--- src/rtl/mdio_master.sv ---
// mdio_master: IEEE 802.3 Clause 22 MDIO master that serialises one read/write frame per command.
// Ports: clk_50/reset (sync, active-high); cmd_valid/cmd_ready handshake with cmd_write,
// cmd_phy_addr, cmd_reg_addr, cmd_wdata; rsp_valid pulse with rsp_rdata; busy;
// mdc, mdio_o, mdio_oe drive the PHY pad, mdio_i is the asynchronous pad input.
module mdio_master #(
  parameter int CLK_DIV       = 10,
  parameter int PREAMBLE_BITS = 32
) (
  input  logic        clk_50,
  input  logic        reset,
  input  logic        cmd_valid,
  output logic        cmd_ready,
  input  logic        cmd_write,
  input  logic [4:0]  cmd_phy_addr,
  input  logic [4:0]  cmd_reg_addr,
  input  logic [15:0] cmd_wdata,
  output logic        rsp_valid,
  output logic [15:0] rsp_rdata,
  output logic        busy,
  output logic        mdc,
  output logic        mdio_o,
  output logic        mdio_oe,
  input  logic        mdio_i
);
  localparam int CW = $clog2(2 * CLK_DIV);
  localparam logic [CW-1:0] HALF = CW'(CLK_DIV - 1);
  localparam logic [CW-1:0] WRAP = CW'(2 * CLK_DIV - 1);
  localparam logic [4:0] PRE_LAST = 5'(PREAMBLE_BITS == 0 ? 0 : PREAMBLE_BITS - 1);
  typedef enum logic [3:0] {IDLE, PRE, ST, OP, PHYAD, REGAD, TA, DATA, DONE} state_t;
  state_t st, nst;
  logic [CW-1:0] cnt;
  logic [4:0] idx, nidx, last, phy, regad;
  logic [15:0] wdata, rd_sh;
  logic [1:0] sync;
  logic wr, nbit, noe;
  assign cmd_ready = ~reset & ~busy;
  // Next (field, bit) position and the pad value for that bit, applied at the MDC falling edge.
  always_comb begin
    last = st == PRE ? PRE_LAST : (st == PHYAD || st == REGAD) ? 5'd4 : st == DATA ? 5'd15 : st == DONE ? 5'd0 : 5'd1;
    nidx = idx == last ? 5'd0 : idx + 5'd1;
    nst = idx != last ? st : st == PRE ? ST : st == ST ? OP : st == OP ? PHYAD : st == PHYAD ? REGAD :
          st == REGAD ? TA : st == TA ? DATA : DONE;
    noe = 1'b1;
    nbit = 1'b1;
    case (nst)
      ST:      nbit = nidx[0];
      OP:      nbit = nidx[0] ~^ wr;
      PHYAD:   nbit = phy[3'd4 - nidx[2:0]];
      REGAD:   nbit = regad[3'd4 - nidx[2:0]];
      TA:      begin noe = wr; nbit = ~wr | ~nidx[0]; end
      DATA:    begin noe = wr; nbit = ~wr | wdata[~nidx[3:0]]; end
      DONE:    noe = 1'b0;
      default: ;
    endcase
  end
  always_ff @(posedge clk_50) begin
    sync <= {sync[0], mdio_i};
    rsp_valid <= 1'b0;
    if (reset) begin
      st <= IDLE;
      busy <= 1'b0;
      cnt <= '0;
      idx <= '0;
      mdc <= 1'b0;
      mdio_o <= 1'b1;
      mdio_oe <= 1'b0;
      rsp_rdata <= '0;
    end else if (cmd_valid && cmd_ready) begin
      st <= PREAMBLE_BITS == 0 ? ST : PRE;
      busy <= 1'b1;
      cnt <= '0;
      idx <= '0;
      wr <= cmd_write;
      phy <= cmd_phy_addr;
      regad <= cmd_reg_addr;
      wdata <= cmd_wdata;
      mdc <= 1'b0;
      mdio_o <= PREAMBLE_BITS != 0;
      mdio_oe <= 1'b1;
    end else if (busy) begin
      cnt <= cnt == WRAP ? '0 : cnt + CW'(1);
      if (cnt == HALF) begin
        mdc <= st != DONE;
        if (st == DATA && !wr) rd_sh <= {rd_sh[14:0], sync[1]};
      end
      if (cnt == WRAP) begin
        mdc <= 1'b0;
        if (st == DONE) begin
          st <= IDLE;
          busy <= 1'b0;
          rsp_valid <= 1'b1;
          rsp_rdata <= wr ? 16'h0 : rd_sh;
        end else begin
          st <= nst;
          idx <= nidx;
          mdio_o <= nbit;
          mdio_oe <= noe;
        end
      end
    end
  end
endmodule

--- config.mk ---
export PLATFORM = sky130hd
export DESIGN_NAME = mdio_master
export DESIGN_NICKNAME = d
export VERILOG_FILES = /design/src/rtl/mdio_master.sv
export SDC_FILE = /design/constraint.sdc
export NUM_CORES = 1
export LEC_CHECK = 0
export BUFFER_PORTS_ARGS = -buffer_cell sky130_fd_sc_hd__buf_4
export CELL_PAD_IN_SITES_DETAIL_PLACEMENT = 1
export CELL_PAD_IN_SITES_GLOBAL_PLACEMENT = 1
export CORE_MARGIN = 1
export CORE_UTILIZATION = 31
export DETAILED_ROUTE_END_ITERATION = 8
export GPL_ROUTABILITY_DRIVEN = 1
export HOLD_SLACK_MARGIN = 0.06
export PLACE_DENSITY_LB_ADDON = 0.1
export SLEW_MARGIN = 40
export SYNTH_ARGS = -nofsm -noshare
export SYNTH_HDL_FRONTEND = slang
export SYNTH_SLANG_ARGS = --single-unit
--- constraint.sdc ---
create_clock -name clk_50 -period 4.5 [get_ports clk_50]
set_input_delay 0.225 -clock clk_50 [delete_from_list [all_inputs] [get_ports clk_50]]
set_output_delay 0.225 -clock clk_50 [all_outputs]
set_load 0.005 [all_outputs]
## Yosys cells after proc, flatten, opt, wreduce, memory -nomap -nowiden

Index checks and enable logic that the tools add are counted.

- Logic and storage cells: 109
- Bits in registers: 80
- Input bits: 31

- $lt $le $gt $ge: 2
- Mux-type cells: 37
- Bitwise gates (word level): 12
- Reductions and logical operators: 18
- Equal/unequal tests: 21
- $add $sub $neg: 3

Operators with widths:

| cell | count |
|---|---|
| two-way mux 4 bit | 10 |
| equality test 4 x 3 -> 1 bit (second input constant) | 8 |
| two-way mux 1 bit | 18 |
| equality test 4 x 2 -> 1 bit (second input constant) | 4 |
| two-way mux 16 bit | 1 |
| two-way mux 5 bit | 3 |
| adder 5 x 1 -> 5 bit (second input constant) | 2 |
| equality test 4 bit (second input constant) | 2 |
| AND reduction 2 bit | 4 |
| NOT 1 bit | 7 |
| binary-select mux 1 bit (select 3 bit) | 2 |
| one-hot mux 1 bit (6 select lines) | 1 |
| AND reduction 3 bit | 2 |
| nonzero test 2 bit | 3 |
| equality test 5 x 4 -> 1 bit (second input constant) | 1 |
| equality test 5 bit | 1 |
| equality test 5 bit (second input constant) | 1 |
| less-than comparator 4 x 5 -> 1 bit (second input constant) | 1 |
| inequality test 5 bit | 1 |
| AND reduction 5 bit | 1 |
| binary-select mux 1 bit (select 4 bit) | 1 |
| equality test 4 x 1 -> 1 bit (second input constant) | 1 |
| less-than comparator 3 x 4 -> 1 bit (second input constant) | 1 |
| inequality test 4 bit (second input constant) | 1 |
| other kinds (13) | 16 |

## Logic depth before layout (Yosys ltp)

Gate-level depths: netlist (run 1).

- Depth in word-level cells: 15
- Mapped depth: 13
- Mapped depth without buffers: 11

## Worst setup path after synthesis (run 1)

Ideal clock, no wire load.

- Path type: register -> register
- Start: reg cnt[0]
- End: reg rd_sh[0], enable pin
- Data arrival time: 2.495 ns
- Path slack: 1.575 ns
- Data required time: 4.070 ns
- Stages on the path, launching flop included: 5
- Clock period less this slack: 2.925 ns
- Path through: dfxtp_1 > ha_1 > nor4bb_1 > nand2_1 > nor4_1

- Word-level cells in the longest chain between the ends: 2

RTL lines:

| what | RTL line | source |
|---|---|---|
| start, declared | 31 | `logic [CW-1:0] cnt;` |
| start signal, assigned | 81 | `cnt <= cnt == WRAP ? '0 : cnt + CW'(1);` |
| equality test 5 x 4 -> 1 bit | 82 | `if (cnt == HALF) begin` |
| AND reduction 5 bit (no line) | - |  |
| end signal, assigned | 84 | `if (st == DATA && !wr) rd_sh <= {rd_sh[14:0], sync[1]};` |
| end, declared | 33 | `logic [15:0] wdata, rd_sh;` |

No other way between the ends.
A chain may end at the register's enable or synchronous reset.

## Worst setup path after layout (run 1)

- Start: reg st[0]
- End: reg mdio_o

- Word-level cells in the longest chain between the ends: 12
- Elaborated cells between the ends (all ways): 44
- Classes of those cells: add/sub: 1; eq/ne: 16; mux: 19; bitwise: 6; reduce/logical: 2

RTL lines:

| what | RTL line | source |
|---|---|---|
| start, declared | 30 | `state_t st, nst;` |
| start signal, assigned | 69 | `st <= PREAMBLE_BITS == 0 ? ST : PRE;` |
| start signal, assigned | 94 | `st <= nst;` |
| parallel branches: the longest is 12 deep, another holds subtractor 3 bit | - |  |
| end signal, assigned | 96 | `mdio_o <= nbit;` |
| end, declared | 21 | `output logic mdio_o,` |

Parallel ways; which one is timed is not known. The select of a mux whose other input is x is not followed.

==> impl_results.md, run 1 <==
- Status: finished, final reports clean
- Critical path fanouts, max: 16
- Area of the core: 10900 µm²
- Initial Util: 0.320
- Final setup vio count: 0
- YS warnings: 0
- Max-slew violation count: 0
- Die area: around 12000 µm²
- Io pins: between 50 and 60
- PD cells: 356 nW/µm²
- Post-layout total power: 1650 µW
- Async set or reset register ratio after synthesis: 0
- CTS buffer count: 9
- Grt ovf: 0
- Post-synth top area share: 0.369
- Leak pwr: approximately 0.0017 µW
- Critical Path End Type: flop
- CP startpoint kind: flop
- Fmax: 282 MHz
- TritonCTS clock tree: built
- Post-synth top area cell: edfxtp_1
- Initial antenna violation count: 0
- Largest net degree at the start of global routing: 30
- Register area share after synthesis: 0.580
- First-pass GRT wire length: roughly 14000 µm
- Highest-count cells in the layout ignoring fill and taps: buf_4, edfxtp_1, dfxtp_1
- Row cnt: 38
- HP Class: input port to flop
- Final setup TNS: 0 ns
- Area growth, synth to finish: 32.1%
- Yosys reg bits: 80
- Worst-margin pin slew: 0.731 ns
- Share of cells above drive strength 1: 0.248
- R2r setup slk: 0.95 ns
- Hold Crit Start: cmd_wdata[3]
- Antenna cells: 0
- Non-filler instance count after layout: roughly 520
- R2R Path Start: st[0]
- Fin. Hold Viols: 0
- Vias in the first global route: about 2700
- Hold depth: 1
- Vias: 2662
- Vias per inst: 5.13
- Root buf cell: clkbuf_16
- Final ANT Viol Nets: 0
- Syn Nets: 329
- Critical path arrival: 3.81 ns
- Pre-CTS WS: about 1.0 ns
- # Max-Cap Violations: 0
- Port bufs: between 50 and 60
- DRT Pass-1 Iters: 4
- Worst setup margin: 0.953 ns
- Worst Hold End: wdata[3]
- CTS clk-pin slew, worst paths: roughly 0.060 ns
- Initial DRC Count: 123
- Routed len/inst: ~17 µm
- Ratio of final minimum period to clock period: 0.788
- Top cells by area, synth: edfxtp_1, dfxtp_1, a22o_1
- Wirelength, routed: between 8000 and 9000 µm
- RD Place Congestion: 0.845
- RSZ-0062 raised after global routing: false
- Commonest non-fill, non-tap cell in the layout: buf_4
- Netlist cell types: 67
- Cell area after synthesis: 3500 µm²
- Max rail drop VDD: 0.226 mV
- Minimum clock period: 3.55 ns
- Worst R2R Path Depth: 11
- Final nets: about 400
- Max_slew headroom: 0.512
- Clock Path Buffers: 2
- Die W: 108 µm
- Placed Cells: 476
- Synth Area per Inst: 11.9 µm²
- Main flop type after synthesis: edfxtp_1
- Worst skew pair latency: 0.34 ns
- Min Hold Slack: 0.0723 ns
- H-tree depth: 3
- Global Route Usage Sum: 0.160
- EDFF count, synth: 43
- Die Ht: 108 µm
- R2R Path End: mdio_o
- Critical path required time: 4.76 ns
- DRC viols: 0
- Clk sinks: 80
- Clock skew: ~0.0067 ns
- Post-DP HPWL: 5890 µm
- CP Class: flop to flop
- Synth Instances: around 300
- Post_cts resized: 0
[through the flow]
step | utilization | instance area (µm²)
6_report | 0.423 | 4630
5_1_grt | 0.423 | 4630
4_1_cts | 0.423 | 4630
3_5_place_dp | 0.370 | 4040
3_3_place_gp | 0.370 | 4040
2_1_floorplan | - | 3500
[logic make-up (layout without fill, tap and decap cells)]
logic type,after synthesis,after routing,share of synthesized area
AND/OR/NAND/NOR,94,94,0.150
flip-flops,80,80,0.580
AO/OA/AOI/OAI,74,74,0.167
buffers and inverters,23,108,0.0282
multiplexers,10,10,0.0382
XOR/XNOR,9,9,0.0225
adder cells (fa/ha/maj),4,4,0.0143
[registers in the layout (all words and copies together), names as in the netlist]
name / count
rd_sh: 16
rsp_rdata: 16
wdata: 16
cnt: 5
idx: 5
phy: 5
regad: 5
st: 4
sync: 2
busy: 1
mdc: 1
mdio_o: 1
mdio_oe: 1
rsp_valid: 1
wr: 1
[critical path: stages, from the launching register on]
cell,delay (ns)
dfxtp_1,0.70
nor2_1,0.15
o31ai_2,0.28
mux2i_1,0.64
nand2_1,0.27
and2_1,0.26
inv_1,0.09
ha_1,0.27
mux4_2,0.23
mux2i_1,0.06
or3_1,0.38
a41oi_2,0.15
[worst max path at each step]
stage / start / endpoint / depth (start not counted)
2_1_floorplan: cnt[0] / rd_sh[0] / 4
3_3_place_gp: idx[0] / mdio_o / 11
3_5_place_dp: st[0] / mdio_o / 11
4_1_cts: st[0] / mdio_o / 11
5_1_grt: idx[0] / mdio_o / 11
6_report: st[0] / mdio_o / 11
[final cells by class]
type                    instances  area (µm²)
inverters                       8        30.0
flip-flops and latches         80        2030
clock buffers                  10         239
well taps                     140         175
clock inverters                 6        75.1
repair buffers                 84         698
multi-input cells             191        1380
fillers                      1187        6310
[cells in the mapped netlist, drive strengths merged (3+ instances only)]
library cell	count
edfxtp	43
dfxtp	37
nor2	25
nand2	19
a21oi	17
a22o	17
clkbuf	12
o21ai	11
nor3	10
inv	8
and2	6
xnor2	6
nand3	5
ha	4
mux2	4
mux2i	4
nor2b	4
a211oi	3
a31oi	3
buf	3
nand2b	3
nor4b	3
o221ai	3
o311ai	3
or3	3
xor2	3
[report_power, final]
part | switching [µW] | internal (µW) | leakage, µW
clock | 315 | 454 | 0.000152
combinational | 36.3 | 49.3 | 0.000873
sequential | 10.6 | 781 | 0.000693
total | 362 | 1280 | 0.00172
[repair_timing]
action                    4_1_cts  5_1_grt
buffers inserted                0        0
hold buffers                   27        0
hold endpoints to repair       27        0
[routing by layer]
layer | wire length, µm | vias to the layer above | track usage
met3 | 271 | 11 | 0.0332
met1 | 4130 | 1323 | 0.207
li1 | - | 1272 | -
met5 | 0 | - | 0
met4 | 150 | 0 | 0.0695
met2 | 4190 | 56 | 0.258
(Power assumes the default switching activity.)
==> run 2, diff against run 1 <==
==> constraint.sdc (replaced) <==
create_clock -name clk_50 -period 3.3 [get_ports clk_50]
set_input_delay 0.165 -clock clk_50 [delete_from_list [all_inputs] [get_ports clk_50]]
set_output_delay 0.165 -clock clk_50 [all_outputs]
set_load 0.005 [all_outputs]
==> run 2 against run 1 <==
Clock power grew 23%. Worst hold slack better by 0.27 ns. Via count grew 0.83%. Sequential share of layout area shrank 0.87 points. Fmax is 15% higher. Routed wire length grew 2.2%. Clock skew is 0.0022 ns higher. Count of clock-buffer cells in the layout fell by 1. Combinational power up 51%. Critical endpoint unchanged. Largest cell class unchanged.
==> impl_results.md, run 2 (synthesized netlist as in run 1, its figures left out) <==
- Top delay family on crit path: simple AND/OR/NAND/NOR gates
- Top Registers: rd_sh x16, rsp_rdata x16, wdata x16
- CTS clk-pin slew, worst paths: 0.07 ns (about the same)
- Global Route Usage Sum: 0.167 (+0.00711)
- Max rail drop VDD: 0.413 mV (+82%)
- Initial DRC Count: 134 (+8.9%)
- Area of the core: 10900 µm² (unchanged)
- Final nets: 424 (+3.7%)
- Vias: 2684 (+0.83%)
- RSZ-0062 raised after global routing: false
- Max-slew violation count: 0 (unchanged)
- Antenna cells: 0 (unchanged)
- Critical path fanouts, max: 14 (-2)
- Final setup vio count: 0 (unchanged)
- Critical path arrival: 3.35 ns (-0.46 ns)
- Area used by multi-input combinational logic: 1390 µm² (+0.73%)
- CP startpoint kind: flop
- Initial antenna violation count: 0 (unchanged)
- Highest-count cells in the layout ignoring fill and taps: buf_4, edfxtp_1, dfxtp_1
- DRC viols: 0 (unchanged)
- CP Class: flop to flop
- H-tree depth: 3 (unchanged)
- HP Class: flop to flop
- Final setup TNS: 0 ns (unchanged)
- Status: finished, final reports clean
- Grt ovf: 0 (unchanged)
- Clock Path Buffers: 2 (unchanged)
- Root buf cell: clkbuf_16
- Post-CTS Setup Inserts: 0 (unchanged)
- Critical path's largest stage delay: 0.59 ns (-0.11 ns)
- Die area: 11700 µm² (unchanged)
- CP max stage cell: or4b_4
- PD cells: 456 nW/µm² (+28%)
- Area growth, synth to finish: 34.8%
- Leak pwr: 0.00178 µW (+3.7%)
- Die W: 108 µm (unchanged)
- Ratio of final minimum period to clock period: 0.935 (+0.146)
- Worst-margin pin slew: 0.536 ns (-0.195 ns)
- Commonest non-fill, non-tap cell in the layout: buf_4
- First-pass GRT wire length: 14500 µm (+3.9%)
- Die Ht: 108 µm (unchanged)
- Critical Path End Type: flop
- Max_slew headroom: 0.643 (+0.131)
- Wirelength, routed: 8940 µm (+2.2%)
- Routed len/inst: 16.7 µm (-0.65%)
- Share of cells above drive strength 1: 0.274 (+0.0261)
- CTS buffer count: 9 (unchanged)
- Critical path required time: 3.57 ns (-1.19 ns)
- # Max-Cap Violations: 0 (unchanged)
- Initial Util: 0.320 (unchanged)
- Vias in the first global route: 2798 (+3.2%)
- Row cnt: 38 (unchanged)
- DRT Pass-1 Iters: 4 (unchanged)
- Vias per inst: 5.03 (-2.0%)
- Worst path cell trace: or4b_4 > a21oi_2 > a2bb2oi_1 > nand2_1 > and2_1 > inv_1 > ha_1 > mux4_2 > mux2i_1 > or3_1 > a41oi_2
- Fin. Hold Viols: 0 (unchanged)
- Reg area: 2030 µm² (unchanged)
- Final ANT Viol Nets: 0 (unchanged)
- Port bufs: 52 (unchanged)
- TritonCTS clock tree: built
- Post-DP HPWL: 6060 µm (+2.9%)
- Largest net degree at the start of global routing: 30 (unchanged)
- Min Hold Slack: 0.344 ns (+0.271 ns)
- Clk sinks: 80 (unchanged)
- Clock skew: 0.00895 ns (+0.00222 ns)
- Minimum clock period: 3.08 ns (-0.463 ns)
- Io pins: 53 (unchanged)
- Worst skew pair latency: 0.35 ns (about the same)
- Fmax: 324 MHz (+15%)
- Crit path buffers/inverters: 1 (unchanged)
- Fillcell total: 1198 (+0.93%)
- RD Place Congestion: 0.808 (-4.4%)
## run 2: changes by cell type in the layout (fill, tap and decap cells not counted)
| cell | before | now |
|---|---|---|
| clkinv_4 | 1 | 0 |
| buf_4 | 57 | 69 |
| clkinv_2 | 0 | 3 |
| nor4b_2 | 1 | 2 |
| mux2i_1 | 4 | 3 |
| bufinv_16 | 1 | 0 |
| nor4b_1 | 2 | 1 |
| dlygate4sd3_1 | 27 | 30 |
| clkinvlp_4 | 1 | 0 |
| inv_6 | 2 | 3 |
| mux2i_2 | 0 | 1 |
| clkbuf_8 | 1 | 0 |
## run 2: path summary, 6_finish.rpt
kind         slack (ns)      end  cells past startpoint  startpoint
max reg2reg        0.22   mdio_o                     11       st[2]
min reg2reg        0.34  sync[1]                      0     sync[0]
min                0.34  sync[1]                      0     sync[0]
max                0.22   mdio_o                     11       st[2]
## run 2: final cells by class
type	count	area share
sequential	80	0.430
multi-input combinational	191	0.294
timing repair buffer	99	0.173
clock buffer	9	0.0477
tap	140	0.0371
clock inverter	7	0.0111
inverter	8	0.00636
## run 2: repair_timing
action | 4_1_cts | 5_1_grt
gates resized for setup | 0 | 2
setup endpoints to repair | 0 | 1
hold buffers | 30 | 0
endpoints found under the hold margin | 32 | 0
## run 2: worst reg2reg max path: stages, from the launching register on
cell and delay, ns:
dfxtp_1 0.45, or4b_4 0.59, a21oi_2 0.20, a2bb2oi_1 0.28, nand2_1 0.11, and2_1 0.19
inv_1 0.09, ha_1 0.27, mux4_2 0.23, mux2i_1 0.06, or3_1 0.38, a41oi_2 0.16
## run 2: metal layers
metal / vias to the layer above / track usage / wire [µm]
met5: - / 0 / 0
met4: 0 / 0.0695 / 148
met3: 10 / 0.0476 / 319
met2: 42 / 0.274 / 4350
met1: 1327 / 0.206 / 4130
li1: 1305 / - / -
## run 2: report_power, final
| group | internal (µW) | switching (µW) |
|---|---|---|
| combinational | 73.3 | 55.5 |
| clock | 519 | 430 |
| sequential | 1070 | 10.3 |
| total | 1660 | 495 |
## run 2: per-stage QoR
step	setup WS, ns	cells	instance area (µm²)	power (µW)	utilization
6_report	0.216	534	4720	2150	0.432
5_1_grt	0.0238	534	4720	2240	0.432
4_1_cts	0.194	534	4710	2200	0.431
3_5_place_dp	0.222	488	4130	1200	0.378
3_3_place_gp	0.321	488	4130	1190	0.378
2_1_floorplan	0.375	294	3500	1140	-
